### config.mk
export PLATFORM = sky130hd
export DESIGN_NAME = periph_bus_ctrl
export DESIGN_NICKNAME = d
export VERILOG_FILES = /design/src/rtl/periph_bus_ctrl.sv
export SDC_FILE = /design/constraint.sdc
export NUM_CORES = 1
export LEC_CHECK = 0
export BUFFER_PORTS_ARGS = -buffer_cell sky130_fd_sc_hd__clkbuf_2
export CAP_MARGIN = 10
export CORE_ASPECT_RATIO = 2
export CORE_MARGIN = 3
export CORE_UTILIZATION = 50
export CTS_CLUSTER_SIZE = 12
export DETAILED_ROUTE_END_ITERATION = 16
export GPL_TIMING_DRIVEN = 0
export PLACE_DENSITY = 0.86
export RECOVER_POWER = 100
export SLEW_MARGIN = 20
export SYNTH_ARGS = -nofsm -noshare
export SYNTH_HDL_FRONTEND = slang
export SYNTH_SLANG_ARGS = --single-unit
### constraint.sdc
create_clock -name clk -period 7.2 [get_ports clk]
set_clock_uncertainty 0.1 [all_clocks]
set_input_delay 2.16 -clock clk [delete_from_list [all_inputs] [get_ports clk]]
set_output_delay 2.16 -clock clk [all_outputs]
set_load 0.05 [all_outputs]
### src/rtl/periph_bus_ctrl.sv
// Two-master, four-device peripheral bus controller with round-robin arbitration and a ready timeout.
// Latency: 2 cycles from request to m_done with immediate ready; new requests are accepted only in IDLE.
module periph_bus_ctrl #(
  parameter int DATA_WIDTH = 32,
  parameter int ADDR_WIDTH = 8,
  parameter int TIMEOUT    = 15
) (
  input  logic                    clk,
  input  logic                    rst,
  input  logic [1:0]              m_req,
  input  logic [1:0]              m_we,
  input  logic [2*ADDR_WIDTH-1:0] m_addr,
  input  logic [2*DATA_WIDTH-1:0] m_wdata,
  output logic [1:0]              m_done,
  output logic                    m_err,
  output logic [DATA_WIDTH-1:0]   m_rdata,
  output logic                    busy,
  output logic [ADDR_WIDTH-3:0]   p_addr,
  output logic [DATA_WIDTH-1:0]   p_wdata,
  output logic [3:0]              p_read,
  output logic [3:0]              p_write,
  input  logic [DATA_WIDTH-1:0]   p_rdata,
  input  logic [3:0]              p_ready
);

  typedef enum logic [1:0] {IDLE, ACCESS, DONE} state_e;

  localparam logic [3:0] CNT_LAST = 4'(TIMEOUT - 1);

  state_e                  state_q, state_d;
  logic                    gnt_q, gnt_d;
  logic                    last_q, last_d;
  logic                    we_q, we_d;
  logic [ADDR_WIDTH-1:0]   addr_q, addr_d;
  logic [DATA_WIDTH-1:0]   wdata_q, wdata_d;
  logic [3:0]              cnt_q, cnt_d;
  logic [DATA_WIDTH-1:0]   rdata_q, rdata_d;
  logic                    err_q, err_d;
  logic [1:0]              done_q, done_d;
  logic                    busy_q, busy_d;
  logic [ADDR_WIDTH-3:0]   paddr_q, paddr_d;
  logic [DATA_WIDTH-1:0]   pwdata_q, pwdata_d;
  logic [3:0]              pread_q, pread_d;
  logic [3:0]              pwrite_q, pwrite_d;

  logic [1:0] dev_cur;
  logic [1:0] dev_nxt;
  logic       rdy_sel;

  assign dev_cur = addr_q[ADDR_WIDTH-1 -: 2];
  assign rdy_sel = p_ready[dev_cur];

  always_comb begin
    state_d = state_q;
    gnt_d   = gnt_q;
    last_d  = last_q;
    we_d    = we_q;
    addr_d  = addr_q;
    wdata_d = wdata_q;
    cnt_d   = cnt_q;
    rdata_d = rdata_q;
    err_d   = 1'b0;
    case (state_q)
      IDLE: begin
        if (m_req != 2'b00) begin
          // On a tie the master that did not win last time gets the bus.
          gnt_d   = (m_req == 2'b11) ? ~last_q : m_req[1];
          last_d  = gnt_d;
          we_d    = m_we[gnt_d];
          addr_d  = gnt_d ? m_addr[2*ADDR_WIDTH-1:ADDR_WIDTH] : m_addr[ADDR_WIDTH-1:0];
          wdata_d = gnt_d ? m_wdata[2*DATA_WIDTH-1:DATA_WIDTH] : m_wdata[DATA_WIDTH-1:0];
          cnt_d   = 4'd0;
          state_d = ACCESS;
        end
      end
      ACCESS: begin
        if (rdy_sel) begin
          state_d = DONE;
          if (!we_q) rdata_d = p_rdata;
        end else if (cnt_q == CNT_LAST) begin
          state_d = DONE;
          err_d   = 1'b1;
        end else begin
          cnt_d = cnt_q + 4'd1;
        end
      end
      DONE:    state_d = IDLE;
      default: state_d = IDLE;
    endcase
  end

  // Output registers are loaded from next-state values so every port comes straight off a flop.
  assign dev_nxt = addr_d[ADDR_WIDTH-1 -: 2];

  always_comb begin
    pread_d  = 4'b0000;
    pwrite_d = 4'b0000;
    if (state_d == ACCESS) begin
      if (we_d) pwrite_d = 4'b0001 << dev_nxt;
      else      pread_d  = 4'b0001 << dev_nxt;
    end
    done_d   = (state_d == DONE) ? (2'b01 << gnt_d) : 2'b00;
    busy_d   = (state_d != IDLE);
    paddr_d  = addr_d[ADDR_WIDTH-3:0];
    pwdata_d = wdata_d;
  end

  always_ff @(posedge clk or posedge rst) begin
    if (rst) begin
      state_q  <= IDLE;
      gnt_q    <= 1'b0;
      last_q   <= 1'b1;
      we_q     <= 1'b0;
      addr_q   <= '0;
      wdata_q  <= '0;
      cnt_q    <= 4'd0;
      rdata_q  <= '0;
      err_q    <= 1'b0;
      done_q   <= 2'b00;
      busy_q   <= 1'b0;
      paddr_q  <= '0;
      pwdata_q <= '0;
      pread_q  <= 4'b0000;
      pwrite_q <= 4'b0000;
    end else begin
      state_q  <= state_d;
      gnt_q    <= gnt_d;
      last_q   <= last_d;
      we_q     <= we_d;
      addr_q   <= addr_d;
      wdata_q  <= wdata_d;
      cnt_q    <= cnt_d;
      rdata_q  <= rdata_d;
      err_q    <= err_d;
      done_q   <= done_d;
      busy_q   <= busy_d;
      paddr_q  <= paddr_d;
      pwdata_q <= pwdata_d;
      pread_q  <= pread_d;
      pwrite_q <= pwrite_d;
    end
  end

  assign m_done  = done_q;
  assign m_err   = err_q;
  assign m_rdata = rdata_q;
  assign busy    = busy_q;
  assign p_addr  = paddr_q;
  assign p_wdata = pwdata_q;
  assign p_read  = pread_q;
  assign p_write = pwrite_q;

endmodule

==> run_results.csv, run 1 <==
group,metric,value,unit
setup_path,cp_slowest_cell,"clkbuf_1",
die,io_pins,204,
detailed_routing,wl,10310,µm
setup_path,crit_fanout,10,
grt,grt_max_degree,48,
setup_path,max_stage_delay,0.59,ns
worst_hold_path,hold_start,"p_wdata[25]",
placement,gp_congestion,0.8172,
grt,grt.overflow.total,0,
detailed_routing,post_drt_via_cell_ratio,5.023,
clocking,cts_tree,"built",
detailed_routing,wl_per_cell,15.95,µm
final_layout,drive_gt1_share,27.82,%
yosys,synth_seq_area_share,56.45,%
clocking,numClockSinks,93,
clocking,holdBufCountCts,0,
yosys,synth_compound_area_share,8.280,%
sta,max_freq,230.0,MHz
detailed_routing,met3WireLength,578,µm
clocking,post_cts_buffers,0,
die,die_h,134.5,µm
final_layout,n_fill_cell,691,
placement,place.detailed.hpwl,8218,µm
worst_hold_path,hold_class,"flip-flop to flip-flop",
worst_hold_path,hold_path_end,"p_wdata[25]",
sta,worstMarginPinSlew,2.107,ns
setup_path,cp_data_required_time,7.30,ns
detailed_routing,wl_met1,3597,µm
die,fp.dieArea,9442,µm²
final_layout,layout.area.seq,2328,µm²
yosys,synth_xor_area_share,0,%
final_layout,utilization,66.11,%
placement,io_buffers,203,
sta,rsz0062_at_grt,"false",
final_layout,antenna_cells,0,
setup_path,rr_worst_depth,6,
setup_path,critical_path_class,"input port to flip-flop",
clocking,cts_buffer_depth,2,
grt,track_usage,22.32,%
status,violations,"max-capacitance violations, max-slew violations",
pwr,vdd_drop_max,0.2883,mV
yosys,synthSimpleGateAreaFrac,8.098,%
sta,slew_violations,47,
grt,grt_pass1_wl,16610,µm
final_layout,multiInputGateArea,1483,µm²
detailed_routing,wl_met2,5805,µm
sta,period_needed,4.348,ns
run,max-cap-violations,1,
yosys,synth_fa_ha_area_share,0.6066,%
clocking,numCtsBuffers,9,
yosys,synth.area.top_cells,"dfrtp_1 (56%), mux2_4 (11%), mux2i_1 (9.7%)",
detailed_routing,vias,3245,
yosys,synth_cells,330,
final_layout,fin_nets,669,
yosys,synth_seq_cells,93,
yosys,yosysWarningCount,0,
sta,min_period_over_period,60.39,%
yosys,synth_fp_nets,454,
die,placementRows,46,
setup_path,timing.rr.start,"last_q",
setup_path,timing.rr.end,"p_wdata[0]",
grt,grt_pass1_vias,3582,
detailed_routing,drc,0,
grt,antenna_found_initial,0,
setup_path,critical_path_depth,7,
yosys,synth.top_cells.by_count,"dfrtp_1 (92), nand2_1 (44), mux2i_1 (40), o21ai_0 (40), mux2_4 (30)",
die,start_util,51.56,%
sta,tns,0,ns
yosys,yosysTopAreaCellShare,55.81,%
yosys,synth_top_family_by_area,"multiplexers",
yosys,synthArstFlopShare,100.0,%
worst_hold_path,min_path_cells,2,
yosys,synth_edf_count,0,
detailed_routing,routed.top_layer,"met4",
yosys,synthFlopType,"dfrtp_1",
clocking,htreeDepth,3,
sta,hold_viol_final,0,
yosys,synthesis.area,4125,µm²
setup_path,cpMostUsedCell,"clkbuf_1",
detailed_routing,ant_nets,0,
yosys,synth_mux_area_share,21.72,%
sta,relSlewSlack,-41.21,%
die,die_width,70.23,µm
clocking,cts-root-buf,"clkbuf_16",
sta,setup_viol,0,
final_layout,area_growth,28.21,%
yosys,yosysMostFrequentCell,"dfrtp_1",
pwr,powerDensity,545.2,nW/µm²
yosys,synth_top_cell_by_area,"dfrtp_1",
yosys,synth_area_per_cell,12.50,µm²
clocking,clock_latency,0.33,ns
yosys,synth_cell_types,39,
die,core-area,8000,µm²
setup_path,rrSetupSlack,4.44,ns
detailed_routing,first_pass_iters,4,
setup_path,path_delay_family,"buffers and inverters",
setup_path,worstSetupStartpointType,"input port",
status,status,"finished with violations",
clocking,cts_resized,0,
setup_path,crit_path_end_kind,"flip-flop",
setup_path,path_cells,"clkbuf_1 > a21boi_0 > clkbuf_1 > clkbuf_1 > clkbuf_1 > mux2i_1 > o21ai_0",
pwr,p_leak,2.589,nW
detailed_routing,drt_iter0_drc,123,
setup_path,crit_buf_inv,4,
setup_path,crit_arrival,4.45,ns
clocking,path_clk_slew,0.06,ns
## worst max-delay path by stage
stage | slack [ns] | to | startpoint
after global routing | 2.64 | p_wdata[0] | m_req[1]
after global placement | 1.62 | m_rdata[9] | rst
after CTS | 3.70 | p_wdata[4] | m_req[1]
final | 2.85 | p_wdata[0] | m_req[1]
after floorplan | 2.52 | addr_q[5] | rst
after detailed placement | 3.36 | p_wdata[6] | m_req[1]
## sequential cells by signal, indices dropped and copies added, names as in the netlist
signal   cells
addr_q       3
last_q       1
m_rdata     32
state_q      2
m_done       2
busy         1
m_err        1
p_write      4
cnt_q        4
p_read       4
p_wdata     32
p_addr       5
gnt_q        1
we_q         1
## through the flow
step	cells	hold WS (ns)	power (mW)	worst slack (ns)	cell area [µm²]
CTS	646	0.3840	3.090	3.699	5572
global route	646	0.3998	3.043	2.637	5289
global placement	629	0.3632	2.576	1.618	5261
finish	646	0.3835	2.883	2.852	5289
floorplan	330	0.3510	2.216	2.521	4125
detailed placement	630	0.3703	2.626	3.357	5291
## worst register-to-register path: stages, from the launching register on
cell and delay [ns]:
dfstp_2 0.37, a21boi_0 0.15, clkbuf_1 0.34, clkbuf_1 0.59, clkbuf_1 0.59, mux2i_1 0.34, o21ai_0 0.13
## area by class of cell
type	instances	area share, %
clock buffers	13	4.542
flip-flops and latches	93	44.03
well taps	96	2.271
multi-input cells	207	28.03
clock inverters	3	0.7570
repair buffers	204	17.77
plain buffers	24	2.153
inverters	6	0.4495
## cells in the final DEF (no fill, tap or decap), types with 4 or more instances in the layout
cell type	instances
clkbuf_16	9
a21oi_1	8
dfrtp_1	92
nor2_1	4
clkbuf_1	104
clkbuf_2	120
nand2_1	45
o21ai_0	40
mux2i_1	40
nor3_1	9
inv_1	5
mux2_1	27
buf_4	6
## cell families after synthesis
kind of cell / Yosys count
DFF: 93
buffers and inverters: 30
adders and majority gates: 2
and+or+nand+nor: 72
muxes: 73
AOI/OAI and AO/OA: 60
## report_power, final
part           switching (mW)  internal, mW
clock network           0.179         0.268
registers               0.131         0.769
logic                    1.19         0.344
total                    1.50          1.38
## routing by layer
metal / up-vias / track usage [%]
li1: 1573 / -
met1: 1519 / 22.71
met2: 129 / 40.92
met3: 24 / 6.259
met4: 0 / 10.77
met5: - / 0
Power figures use the tool's default switching activity.
==> run 2: changes to the inputs <==
Settings changed: CORE_UTILIZATION 50 to 46, PLACE_DENSITY 0.86 to 0.8.
Clock period 7.2 ns to 4.25 ns, I/O delays scaled along.
==> run_results.csv, run 2 (synthesis results as in run 1) <==
group,metric,value,unit
status,status,"finished with violations",
status,violations,"max-capacitance violations, max-slew violations",
clocking,path_clk_slew,0.06,ns
final_layout,fin_nets,669,
die,placementRows,48,
sta,rsz0062_at_grt,"false",
die,start_util,47.37,%
setup_path,cp_data_required_time,4.34,ns
detailed_routing,wl_per_cell,15.97,µm
setup_path,critical_path_class,"input port to flip-flop",
clocking,holdBufCountCts,0,
setup_path,crit_fanout,10,
clocking,cts_resized,0,
sta,slew_violations,46,
placement,io_buffers,203,
final_layout,n_fill_cell,811,
final_layout,final_common_cell,"clkbuf_2",
sta,relSlewSlack,-38.75,%
pwr,total_power,5.016,mW
grt,track_usage,20.96,%
die,fp.dieArea,10210,µm²
clocking,clock_latency,0.33,ns
die,io_pins,204,
detailed_routing,vias,3309,
grt,grt.overflow.total,0,
sta,worstMarginPinSlew,2.070,ns
final_layout,area_growth,30.00,%
sta,setup_viol,0,
sta,hold_viol_final,0,
final_layout,antenna_cells,0,
sta,max_freq,314.5,MHz
placement,dp_cells,634,
final_layout,drive_gt1_share,28.91,%
final_layout,most-common-layout-cells,"clkbuf_2 (120), clkbuf_1 (98), dfrtp_1 (92), nand2_1 (45)",
die,core-area,8708,µm²
clocking,cts-root-buf,"clkbuf_16",
placement,gp_congestion,0.8746,
sta,min_period_over_period,74.82,%
pwr,vdd_drop_max,0.5368,mV
setup_path,worstSetupStartpointType,"input port",
detailed_routing,ant_nets,0,
clocking,cts_buffer_depth,2,
setup_path,rr_worst_depth,6,
run,max-cap-violations,1,
die,die_h,139.9,µm
sta,period_needed,3.180,ns
worst_hold_path,min_path_cells,2,
die,die_width,72.96,µm
clocking,htreeDepth,3,
grt,antenna_found_initial,0,
grt,grt_pass1_vias,3503,
clocking,cts_tree,"built",
detailed_routing,wl,10380,µm
pwr,powerDensity,935.3,nW/µm²
detailed_routing,drt_iter0_drc,112,
clocking,numCtsBuffers,9,
setup_path,crit_arrival,3.27,ns
grt,grt_max_degree,49,
detailed_routing,first_pass_iters,4,
detailed_routing,drc,0,
detailed_routing,post_drt_via_cell_ratio,5.091,
final_layout,fin_cells,650,
worst_hold_path,hold_class,"flip-flop to flip-flop",
clocking,numClockSinks,93,
clocking,post_cts_buffers,0,
pwr,p_leak,2.626,nW
grt,grt_pass1_wl,16570,µm
setup_path,crit_path_end_kind,"flip-flop",
placement,place.detailed.hpwl,8310,µm
[run 2: critical path, stage by stage]
cell      delay, ns
clkbuf_1       0.10
a21boi_0       0.19
clkbuf_1       0.39
clkbuf_1       0.60
buf_4          0.33
mux2i_1        0.26
o21ai_0        0.11
[run 2: worst paths after layout]
path / startpoint / end / slack, ns
worst max-delay path: m_req[1] / p_wdata[0] / 1.07
worst min-delay path: addr_q[5] / addr_q[5] / 0.38
worst max register to register: last_q / p_wdata[0] / 1.76
worst min register to register: addr_q[5] / addr_q[5] / 0.38
max in group asynchronous: rst / last_q / 1.69
min in group asynchronous: rst / m_rdata[22] / 1.36
[run 2: per-stage QoR]
stage          area (µm²)  utilization (%)  worst slack, ns  setup TNS [ns]  hold slack, ns
2_1_floorplan        4125                -           0.4563               0          0.3510
3_3_place_gp         5266            60.47          -0.4578          -41.66          0.3626
3_5_place_dp         5296            60.82            1.292               0          0.3721
4_1_cts              5640            64.77            1.637               0          0.3892
5_1_grt              5363            61.58           0.8841               0          0.3982
6_report             5363            61.58            1.070               0          0.3788
[run 2: where the power goes]
| part | total, mW | switching, mW | leakage, nW | internal [mW] |
|---|---|---|---|---|
| Clock | 0.892 | 0.325 | 0.169 | 0.567 |
| Sequential | 1.52 | 0.217 | 1.15 | 1.30 |
| Combinational | 2.60 | 2.02 | 1.31 | 0.584 |
| Total | 5.02 | 2.56 | 2.63 | 2.45 |
[run 2: layer usage]
| layer | global-route usage [%] | routed length [µm] | vias up |
|---|---|---|---|
| li1 | - | - | 1574 |
| met1 | 21.73 | 3595 | 1573 |
| met2 | 38.51 | 5801 | 132 |
| met3 | 2.802 | 562 | 30 |
| met4 | 11.96 | 419 | 0 |
| met5 | 0 | 0 | - |
[run 2: final cells by class]
type	count	area, µm²	share of cell area (%)
Buffer	24	118.9	2.217
Clock buffer	12	266.5	4.970
Clock inverter	4	77.57	1.447
Inverter	6	23.77	0.4433
Multi-Input combinational cell	207	1483	27.65
Sequential cell	93	2328	43.42
Tap cell	100	125.1	2.333
Timing Repair Buffer	204	939.7	17.52
==> run 3: changes to the inputs <==
Clock period 4.25 ns to 3.08 ns, I/O delays scaled along.
==> run_results.csv, run 3 (synthesis results as in run 1) <==
group,metric,value,unit
status,status,"complete, no violations",
placement,io_buffers,203,
setup_path,crit_arrival,2.68,ns
sta,min_period_over_period,82.29,%
detailed_routing,wl_met2,5475,µm
detailed_routing,ant_nets,0,
detailed_routing,drt_iter0_drc,100,
grt,grt_pass1_wl,16550,µm
sta,hold_viol_final,0,
final_layout,fin_area,5393,µm²
clocking,cts-root-buf,"clkbuf_16",
sta,rsz0062_at_grt,"false",
pwr,powerDensity,1250,nW/µm²
clocking,htreeDepth,3,
detailed_routing,routed.top_layer,"met4",
final_layout,final_common_cell,"clkbuf_2",
pwr,p_leak,2.637,nW
sta,max_freq,394.5,MHz
sta,tns,0,ns
detailed_routing,post_drt_via_cell_ratio,5.029,
detailed_routing,wl,9996,µm
clocking,numCtsBuffers,9,
die,core-area,8708,µm²
run,max-cap-violations,0,
worst_hold_path,hold_class,"flip-flop to flip-flop",
final_layout,drive_gt1_share,29.71,%
setup_path,worstSetupStartpointType,"input port",
clocking,cts_tree,"built",
detailed_routing,wl_met1,3433,µm
grt,grt.overflow.total,0,
sta,period_needed,2.535,ns
clocking,post_cts_buffers,0,
sta,worstMarginPinSlew,0.7152,ns
placement,gp_congestion,0.8271,
clocking,cts_resized,0,
clocking,clock_latency,0.33,ns
sta,setup_viol,0,
setup_path,crit_path_end_kind,"flip-flop",
die,die_h,139.9,µm
final_layout,antenna_cells,0,
die,die_width,72.96,µm
final_layout,n_fill_cell,784,
detailed_routing,first_pass_iters,4,
detailed_routing,wl_per_cell,15.33,µm
placement,placed_cell_area,5338,µm²
final_layout,fin_nets,671,
pwr,total_power,6.738,mW
pwr,vdd_drop_max,0.5902,mV
detailed_routing,vias,3279,
final_layout,most-common-layout-cells,"clkbuf_2 (120), clkbuf_1 (95), dfrtp_1 (92), nand2_1 (45)",
grt,grt_pass1_vias,3572,
clocking,holdBufCountCts,0,
sta,fin_ws,0.5454,ns
final_layout,area_growth,30.72,%
placement,dp_worst_setup_slack,0.4273,ns
sta,relSlewSlack,52.32,%
detailed_routing,met3WireLength,636,µm
die,fp.dieArea,10210,µm²
setup_path,cp_data_required_time,3.23,ns
grt,antenna_found_initial,0,
sta,slew_violations,0,
grt,track_usage,20.73,%
placement,place.detailed.hpwl,8189,µm
die,placementRows,48,
clocking,cts_buffer_depth,2,
die,start_util,47.37,%
setup_path,crit_fanout,10,
grt,grt_max_degree,32,
setup_path,rrSetupSlack,0.82,ns
die,io_pins,204,
setup_path,critical_path_class,"input port to flip-flop",
clocking,path_clk_slew,0.06,ns
detailed_routing,drc,0,
clocking,numClockSinks,93,
[run 3: area by class of cell]
type	instances	area, µm²	share of cell area [%]
repair buffers	206	979.7	18.17
inverters	6	23.77	0.4408
well taps	100	125.1	2.320
clock inverters	5	36.28	0.6729
plain buffers	24	171.4	3.179
flip-flops and latches	93	2328	43.18
clock buffers	11	242.7	4.501
multi-input cells	207	1485	27.54
[run 3: metal layers]
layer | GRT usage, % | vias to the layer above
met5 | 0 | -
met2 | 36.13 | 148
met4 | 11.67 | 0
met1 | 22.47 | 1523
li1 | - | 1574
met3 | 4.382 | 34
[run 3: worst paths after layout]
| check | start | to | cells past startpoint |
|---|---|---|---|
| min in group asynchronous | rst | m_rdata[20] | 2 |
| setup reg to reg | state_q[1] | p_wdata[15] | 6 |
| hold / removal | p_wdata[27] | p_wdata[27] | 2 |
| setup / recovery | m_req[1] | p_wdata[15] | 8 |
| max in group asynchronous | rst | addr_q[6] | 4 |
| hold reg to reg | p_wdata[27] | p_wdata[27] | 2 |
[run 3: stage by stage]
step,utilization [%],hold WS (ns),instances
after floorplan,-,0.3510,330
after global placement,60.52,0.3624,633
after detailed placement,61.29,0.3693,636
after CTS,64.50,0.3835,652
after global routing,61.93,0.4017,652
final,61.93,0.3771,652
[run 3: worst max-delay path, cell delays in order]
cell	delay, ns
clkbuf_1	0.09
or2_1	0.22
clkbuf_1	0.16
nand2_1	0.31
clkbuf_1	0.39
clkbuf_1	0.38
nand2_1	0.09
o21ai_0	0.09
[run 3: where the power goes]
| part | total, mW | internal [mW] | switching (mW) |
|---|---|---|---|
| clock network | 1.02 | 0.570 | 0.446 |
| registers | 2.09 | 1.80 | 0.292 |
| logic | 3.63 | 0.851 | 2.78 |
| total | 6.74 | 3.22 | 3.52 |
